--- src/rtl/md_pkg.sv ---
// Shared types, constants and arithmetic helpers for the iterative RV32M
// multiply/divide unit.
package md_pkg;

    localparam int MD_XLEN = 32;

    typedef enum logic [2:0] {
        OP_MUL    = 3'b000,
        OP_MULH   = 3'b001,
        OP_MULHSU = 3'b010,
        OP_MULHU  = 3'b011,
        OP_DIV    = 3'b100,
        OP_DIVU   = 3'b101,
        OP_REM    = 3'b110,
        OP_REMU   = 3'b111
    } md_op_e;

    typedef enum logic [1:0] {
        IDLE = 2'b00,
        CALC = 2'b01,
        DONE = 2'b10
    } md_state_e;

    // Quotient returned for division by zero (all ones).
    localparam logic [MD_XLEN-1:0] DIV_ZERO_QUO = 32'hFFFF_FFFF;
    // Quotient returned for the most-negative / -1 overflow.
    localparam logic [MD_XLEN-1:0] DIV_OVF_QUO  = 32'h8000_0000;

    // Is rs1 interpreted as two's complement for this op?
    function automatic logic op_a_signed(input md_op_e op);
        logic s;
        case (op)
            OP_MUL, OP_MULH, OP_MULHSU, OP_DIV, OP_REM: s = 1'b1;
            default:                                    s = 1'b0;
        endcase
        return s;
    endfunction

    // Is rs2 interpreted as two's complement for this op?
    function automatic logic op_b_signed(input md_op_e op);
        logic s;
        case (op)
            OP_MUL, OP_MULH, OP_DIV, OP_REM: s = 1'b1;
            default:                         s = 1'b0;
        endcase
        return s;
    endfunction

    // Magnitude of a word; unsigned operands pass through untouched.
    function automatic logic [MD_XLEN-1:0] abs_w(input logic [MD_XLEN-1:0] x,
                                                  input logic is_signed);
        logic [MD_XLEN-1:0] r;
        if (is_signed && x[MD_XLEN-1]) begin
            r = ~x + 32'd1;
        end else begin
            r = x;
        end
        return r;
    endfunction

    // Conditional two's-complement negate of a word.
    function automatic logic [MD_XLEN-1:0] neg_w(input logic [MD_XLEN-1:0] x,
                                                  input logic neg);
        logic [MD_XLEN-1:0] r;
        if (neg) begin
            r = ~x + 32'd1;
        end else begin
            r = x;
        end
        return r;
    endfunction

    // Conditional two's-complement negate of a double word (full product).
    function automatic logic [2*MD_XLEN-1:0] neg_dw(input logic [2*MD_XLEN-1:0] x,
                                                     input logic neg);
        logic [2*MD_XLEN-1:0] r;
        if (neg) begin
            r = ~x + 64'd1;
        end else begin
            r = x;
        end
        return r;
    endfunction

endpackage

--- src/rtl/mul_div_unit.sv ---
// Iterative RV32M multiply/divide unit: one bit per cycle shift-add multiply
// and restoring divide on operand magnitudes, sign fixed up on completion.
// Division special cases are resolved at accept and bypass the iteration.
module mul_div_unit
    import md_pkg::*;
#(
    parameter int XLEN  = 32,
    parameter int CNT_W = 6
) (
    input  logic            clk,
    input  logic            rst,
    input  logic            start,
    input  logic [2:0]      funct3,
    input  logic [XLEN-1:0] op_a,
    input  logic [XLEN-1:0] op_b,
    input  logic [4:0]      rd_in,
    output logic            busy,
    output logic            done,
    output logic [XLEN-1:0] result,
    output logic [4:0]      rd_out,
    output logic            we_out
);

    md_state_e             state_r, state_next_s;
    md_op_e                op_r, op_in_s;
    logic [CNT_W-1:0]      cnt_r;
    // Multiply: {partial product, remaining multiplier bits}.
    // Divide:   {partial remainder, dividend bits / quotient bits}.
    logic [2*XLEN-1:0]     acc_r, acc_next_s;
    logic [XLEN-1:0]       dsr_r;          // multiplicand or divisor magnitude
    logic                  neg_a_r, neg_b_r;
    logic [4:0]            rd_pend_r;
    logic                  busy_r, done_r, we_r;
    logic [XLEN-1:0]       result_r;
    logic [4:0]            rd_out_r;

    logic                  a_sgn_s, b_sgn_s;
    logic [XLEN-1:0]       a_mag_s, b_mag_s;
    logic                  special_s;
    logic [XLEN-1:0]       special_val_s;
    logic                  last_s;
    logic [XLEN:0]         mul_sum_s;
    logic [XLEN:0]         div_sh_s;
    logic [XLEN+1:0]       div_diff_s;
    logic [2*XLEN-1:0]     prod_s;
    logic [XLEN-1:0]       final_s;

    assign busy   = busy_r;
    assign done   = done_r;
    assign result = result_r;
    assign rd_out = rd_out_r;
    assign we_out = we_r;

    // Decode the incoming request: operand magnitudes and division shortcuts.
    always_comb begin
        op_in_s       = md_op_e'(funct3);
        a_sgn_s       = op_a_signed(op_in_s);
        b_sgn_s       = op_b_signed(op_in_s);
        a_mag_s       = abs_w(op_a, a_sgn_s);
        b_mag_s       = abs_w(op_b, b_sgn_s);
        special_s     = 1'b0;
        special_val_s = {XLEN{1'b0}};
        if (funct3[2]) begin
            if (op_b == {XLEN{1'b0}}) begin
                special_s     = 1'b1;
                special_val_s = funct3[1] ? op_a : DIV_ZERO_QUO;
            end else if (a_sgn_s && (op_a == DIV_OVF_QUO) && (op_b == {XLEN{1'b1}})) begin
                special_s     = 1'b1;
                special_val_s = funct3[1] ? {XLEN{1'b0}} : DIV_OVF_QUO;
            end else begin
                special_s     = 1'b0;
            end
        end else begin
            special_s = 1'b0;
        end
    end

    // One iteration step of the shift-add multiplier or restoring divider.
    always_comb begin
        last_s     = (state_r == CALC) && (cnt_r == CNT_W'(XLEN-1));
        mul_sum_s  = {1'b0, acc_r[2*XLEN-1:XLEN]} +
                     (acc_r[0] ? {1'b0, dsr_r} : {(XLEN+1){1'b0}});
        div_sh_s   = acc_r[2*XLEN-1:XLEN-1];
        div_diff_s = {1'b0, div_sh_s} - {2'b00, dsr_r};
        if (op_r[2]) begin
            if (div_diff_s[XLEN+1]) begin
                acc_next_s = {div_sh_s[XLEN-1:0], acc_r[XLEN-2:0], 1'b0};
            end else begin
                acc_next_s = {div_diff_s[XLEN-1:0], acc_r[XLEN-2:0], 1'b1};
            end
        end else begin
            acc_next_s = {mul_sum_s, acc_r[XLEN-1:1]};
        end
    end

    // Sign fix-up and word selection applied to the final iteration result.
    always_comb begin
        prod_s  = neg_dw(acc_next_s, neg_a_r ^ neg_b_r);
        final_s = {XLEN{1'b0}};
        if (op_r[2]) begin
            if (op_r[1]) begin
                final_s = neg_w(acc_next_s[2*XLEN-1:XLEN], neg_a_r);
            end else begin
                final_s = neg_w(acc_next_s[XLEN-1:0], neg_a_r ^ neg_b_r);
            end
        end else begin
            if (op_r == OP_MUL) begin
                final_s = prod_s[XLEN-1:0];
            end else begin
                final_s = prod_s[2*XLEN-1:XLEN];
            end
        end
    end

    // Next-state logic.
    always_comb begin
        state_next_s = state_r;
        case (state_r)
            IDLE: begin
                if (start) begin
                    state_next_s = special_s ? DONE : CALC;
                end else begin
                    state_next_s = IDLE;
                end
            end
            CALC: begin
                if (last_s) begin
                    state_next_s = DONE;
                end else begin
                    state_next_s = CALC;
                end
            end
            DONE:    state_next_s = IDLE;
            default: state_next_s = IDLE;
        endcase
    end

    // State register.
    always_ff @(posedge clk) begin
        if (rst) begin
            state_r <= IDLE;
        end else begin
            state_r <= state_next_s;
        end
    end

    // Datapath and registered outputs.
    always_ff @(posedge clk) begin
        if (rst) begin
            op_r      <= OP_MUL;
            cnt_r     <= {CNT_W{1'b0}};
            acc_r     <= {(2*XLEN){1'b0}};
            dsr_r     <= {XLEN{1'b0}};
            neg_a_r   <= 1'b0;
            neg_b_r   <= 1'b0;
            rd_pend_r <= 5'd0;
            busy_r    <= 1'b0;
            done_r    <= 1'b0;
            we_r      <= 1'b0;
            result_r  <= {XLEN{1'b0}};
            rd_out_r  <= 5'd0;
        end else begin
            done_r <= 1'b0;
            we_r   <= 1'b0;
            case (state_r)
                IDLE: begin
                    if (start) begin
                        op_r      <= op_in_s;
                        rd_pend_r <= rd_in;
                        neg_a_r   <= a_sgn_s & op_a[XLEN-1];
                        neg_b_r   <= b_sgn_s & op_b[XLEN-1];
                        cnt_r     <= {CNT_W{1'b0}};
                        busy_r    <= 1'b1;
                        if (funct3[2]) begin
                            acc_r <= {{XLEN{1'b0}}, a_mag_s};
                            dsr_r <= b_mag_s;
                        end else begin
                            acc_r <= {{XLEN{1'b0}}, b_mag_s};
                            dsr_r <= a_mag_s;
                        end
                        if (special_s) begin
                            result_r <= special_val_s;
                            rd_out_r <= rd_in;
                            done_r   <= 1'b1;
                            we_r     <= (rd_in != 5'd0);
                        end
                    end
                end
                CALC: begin
                    acc_r <= acc_next_s;
                    cnt_r <= cnt_r + CNT_W'(1);
                    if (last_s) begin
                        result_r <= final_s;
                        rd_out_r <= rd_pend_r;
                        done_r   <= 1'b1;
                        we_r     <= (rd_pend_r != 5'd0);
                    end
                end
                DONE:    busy_r <= 1'b0;
                default: busy_r <= 1'b0;
            endcase
        end
    end

endmodule

--- config.mk ---
export PLATFORM = sky130hd
export DESIGN_NAME = mul_div_unit
export DESIGN_NICKNAME = d
export VERILOG_FILES = /design/src/rtl/md_pkg.sv /design/src/rtl/mul_div_unit.sv
export SDC_FILE = /design/constraint.sdc
export NUM_CORES = 1
export LEC_CHECK = 0
export ABC_CLOCK_PERIOD_IN_PS = 12900
export BUFFER_PORTS_ARGS = -buffer_cell sky130_fd_sc_hd__buf_2
export CAP_MARGIN = 20
export CELL_PAD_IN_SITES_DETAIL_PLACEMENT = 0
export CELL_PAD_IN_SITES_GLOBAL_PLACEMENT = 1
export CORE_UTILIZATION = 49
export DETAILED_ROUTE_END_ITERATION = 10
export HOLD_SLACK_MARGIN = 0.02
export PLACE_DENSITY = 0.92
export SYNTH_ARGS = -nofsm -noshare
export SYNTH_HDL_FRONTEND = slang
export SYNTH_SLANG_ARGS = --single-unit
--- constraint.sdc ---
create_clock -name clk -period 12.9 [get_ports clk]
set_input_delay 1.29 -clock clk [delete_from_list [all_inputs] [get_ports clk]]
set_output_delay 1.29 -clock clk [all_outputs]
set_load 0.005 [all_outputs]
==> run_results.csv <==
group,metric,value,unit
layout,multi_input_area,12520,um2
worst_setup_path,path_class,"flip-flop to flip-flop",
layout,nFillCells,3316,
floorplanning,initial_core_util,50.23,%
sta,period_share,52.18,%
clock_network,cts.sinks,153,
clock_network,postCtsSetupRepairBufs,0,
layout,final_core_util,54.09,%
floorplanning,rows,66,
synthesis,synth.top_cells.by_count,"nand2_1 (263), nor2_1 (260), a21oi_1 (225)",
synthesis,syn_nets,2511,
sta,hold_viol_final,0,
synthesis,netlist-cell-type-count,92,
sta,rsz0062_at_grt,"no",
pwr,p_int,1.015,mW
pwr,p_total,1.809,mW
run,maxCapViolCount,0,
layout,drive_gt1_share,9.865,%
worst_setup_path,startpoint_type,"flip-flop",
pwr,power_leakage,6.834,nW
layout,final_nets,2506,
pwr,switching_share,43.90,%
grt,overflow,0,
route,drcViolationCount,0,
sta,worstMarginPinSlew,1.157,ns
route,avgViaCountPerCell,6.765,
route,ant_nets,0,
clock_network,cts_buffers,17,
sta,fin_worst_skew,0.01329,ns
synthesis,synth_most_common_cell,"nand2_1",
placed_design,dp_hpwl,54270,um
grt,grt_pass1_vias,16770,
placed_design,gp_congestion,1.071,
sta,fin_ws,6.169,ns
worst_setup_path,crit_fanout,16,
synthesis,synth.area.top_cells,"dfxtp_1 (19%), a21oi_1 (6.8%), nand2_1 (6.0%)",
clock_network,clockBufferDepth,2,
min_path,hold_class,"flip-flop to flip-flop",
floorplanning,ios,115,
clock_network,clk_latency,0.47,ns
run_status,status,"finished clean",
worst_setup_path,cp.required,13.29,ns
placed_design,place_ws,6.429,ns
sta,fmax,148.6,MHz
floorplanning,core_area,32780,um2
synthesis,synth.top_cell.area_share,18.60,%
layout,area_growth,7.690,%
floorplanning,chipWidth,185.3,um
sta,tns,0,ns
clock_network,clkTransAtPathRegs,0.07,ns
pwr,pwr-share-clk,29.4,%
grt,grt_max_degree,95,
route,routed_wl,70870,um
placed_design,portBuffers,114,
synthesis,ys_ff_latch,153,
pwr,switchingPower,794.1,uW
worst_setup_path,arrival,7.12,ns
route,drt-wirelength-per-cell,25.18,um
synthesis,synth_cells,2364,
synthesis,syn_avg_cell_area,6.965,um2
layout,regArea,3067,um2
pwr,p_per_area,102.0,nW/um2
floorplanning,die_area,34340,um2
grt,grt_first_pass_wirelength,105000,um
route,drtIter0Drc,2618,
sta,drv_slew,0,
synthesis,synth-edff-count,0,
sta,layout_min_cycle_time,6.731,ns
pwr,vdd_drop_max,107.0,uV
synthesis,synth.largest_area_cell,"dfxtp_1",
synthesis,ys_async_sr_fraction,0,%
synthesis,yosys_most_used_dff,"dfxtp_1",
pwr,pwr-share-comb,41.4,%
clock_network,cts_hold_buf,0,
placed_design,dpl-instance-area,17140,um2
route,vias,19040,
pwr,seqPwrFrac,29.2,%
clock_network,root_buffer,"clkbuf_16",
grt,grt_usage,41.02,%
clock_network,post_cts_resize_count,0,
sta,final-setup-viol-count,0,
clock_network,htreeDepth,4,
synthesis,yosysSeqAreaShare,18.60,%
grt,antenna_found_initial,5,
synthesis,syn_area,16470,um2
synthesis,ys_warn_count,0,
layout,final_area,17730,um2
route,dr.pass1.iters,8,
worst_setup_path,worstSetupEndpointType,"flip-flop",
clock_network,cts_tree,"yes",
sta,slew-limit-headroom,22.69,%
floorplanning,die_y,185.3,um
==> power groups by stage <==
stage	Sequential (mW)	Combinational (mW)	Clock [mW]
2_1_floorplan	0.523	0.495	0
3_5_place_dp	0.537	0.716	0
5_1_grt	0.531	0.790	0.548
4_1_cts	0.526	0.719	0.532
3_3_place_gp	0.536	0.711	0
6_report	0.528	0.749	0.532
==> through the flow <==
stage,std cells,hold slack [ns]
2_1_floorplan,2364,0.4403
5_1_grt,2814,0.4854
4_1_cts,2814,0.4688
3_5_place_dp,2782,0.4589
3_3_place_gp,2782,0.4519
6_report,2815,0.4643
==> layout by cell type (no fill, tap or decap), types with 50 or more instances in the layout <==
cell type,instances
ha_1,70
dfxtp_1,152
o211ai_1,51
buf_2,113
a211oi_1,50
inv_1,59
nor2_1,259
xnor2_1,95
a21oi_1,224
xor2_1,87
o21ai_0,177
nand2_1,262
nor3_1,64
==> cell families (layout without fill, tap and decap cells) <==
group | Yosys count | in the layout | synth area share, %
compound gates | 815 | 815 | 32.39
xor+xnor | 184 | 184 | 9.787
fa+ha+maj | 72 | 72 | 5.562
buf+inv | 225 | 233 | 5.653
flops | 153 | 153 | 18.60
mux | 45 | 45 | 2.819
other cells | 0 | 1 | 0
simple gates | 870 | 870 | 25.18
==> area by class of cell <==
cell class	instances	area share, %
sequential	153	17.29
clock inverter	14	0.9032
clock buffer	18	2.420
timing repair buffer	141	4.375
multi-input combinational	1986	70.60
inverter	60	1.270
antenna	1	0.01411
tap	442	3.119
==> path summary, 6_finish.rpt <==
check                 start          to  slack (ns)  cells after the start
setup / recovery   dsr_r[1]  result[26]        6.17                     21
hold / removal    dsr_r[15]   dsr_r[15]        0.46                      2
setup reg to reg   dsr_r[1]  result[26]        6.17                     21
hold reg to reg   dsr_r[15]   dsr_r[15]        0.46                      2
==> registers in the layout, indices dropped and copies added, names as in the netlist <==
signal and count:
rd_pend_r 5, op_r 3, neg_b_r 1, state_r 2, acc_r 64, dsr_r 32, neg_a_r 1, result 32
cnt_r 6, busy 1, we_out 1, rd_out 5
==> critical path, stage by stage, from the launching register on <==
cell and delay, ns:
dfxtp_1 0.40, inv_1 0.06, ha_1 0.26, nor2b_1 0.14, o2111ai_1 0.42, a21oi_2 0.17
o211a_1 0.35, nor2_2 0.67, nand2_1 0.63, o21ai_0 0.34, a21oi_1 0.16, inv_1 0.10
ha_1 0.14, inv_1 0.06, nor4_1 0.75, nand2_1 0.26, or4_1 0.53, or2_1 0.28
o41ai_1 0.45, xnor2_1 0.17, o21ai_1 0.08, a211oi_1 0.21
==> layer usage <==
layer	share of wire, %	vias to the layer above	wire length (um)	track usage (%)
met4	5.6	10	4001	21.59
met5	0.089	-	63	0
met2	42	1133	29630	59.81
met3	12	196	8353	12.43
li1	-	8677	-	-
met1	41	9027	28830	53.82
(Power assumes the default switching activity.)
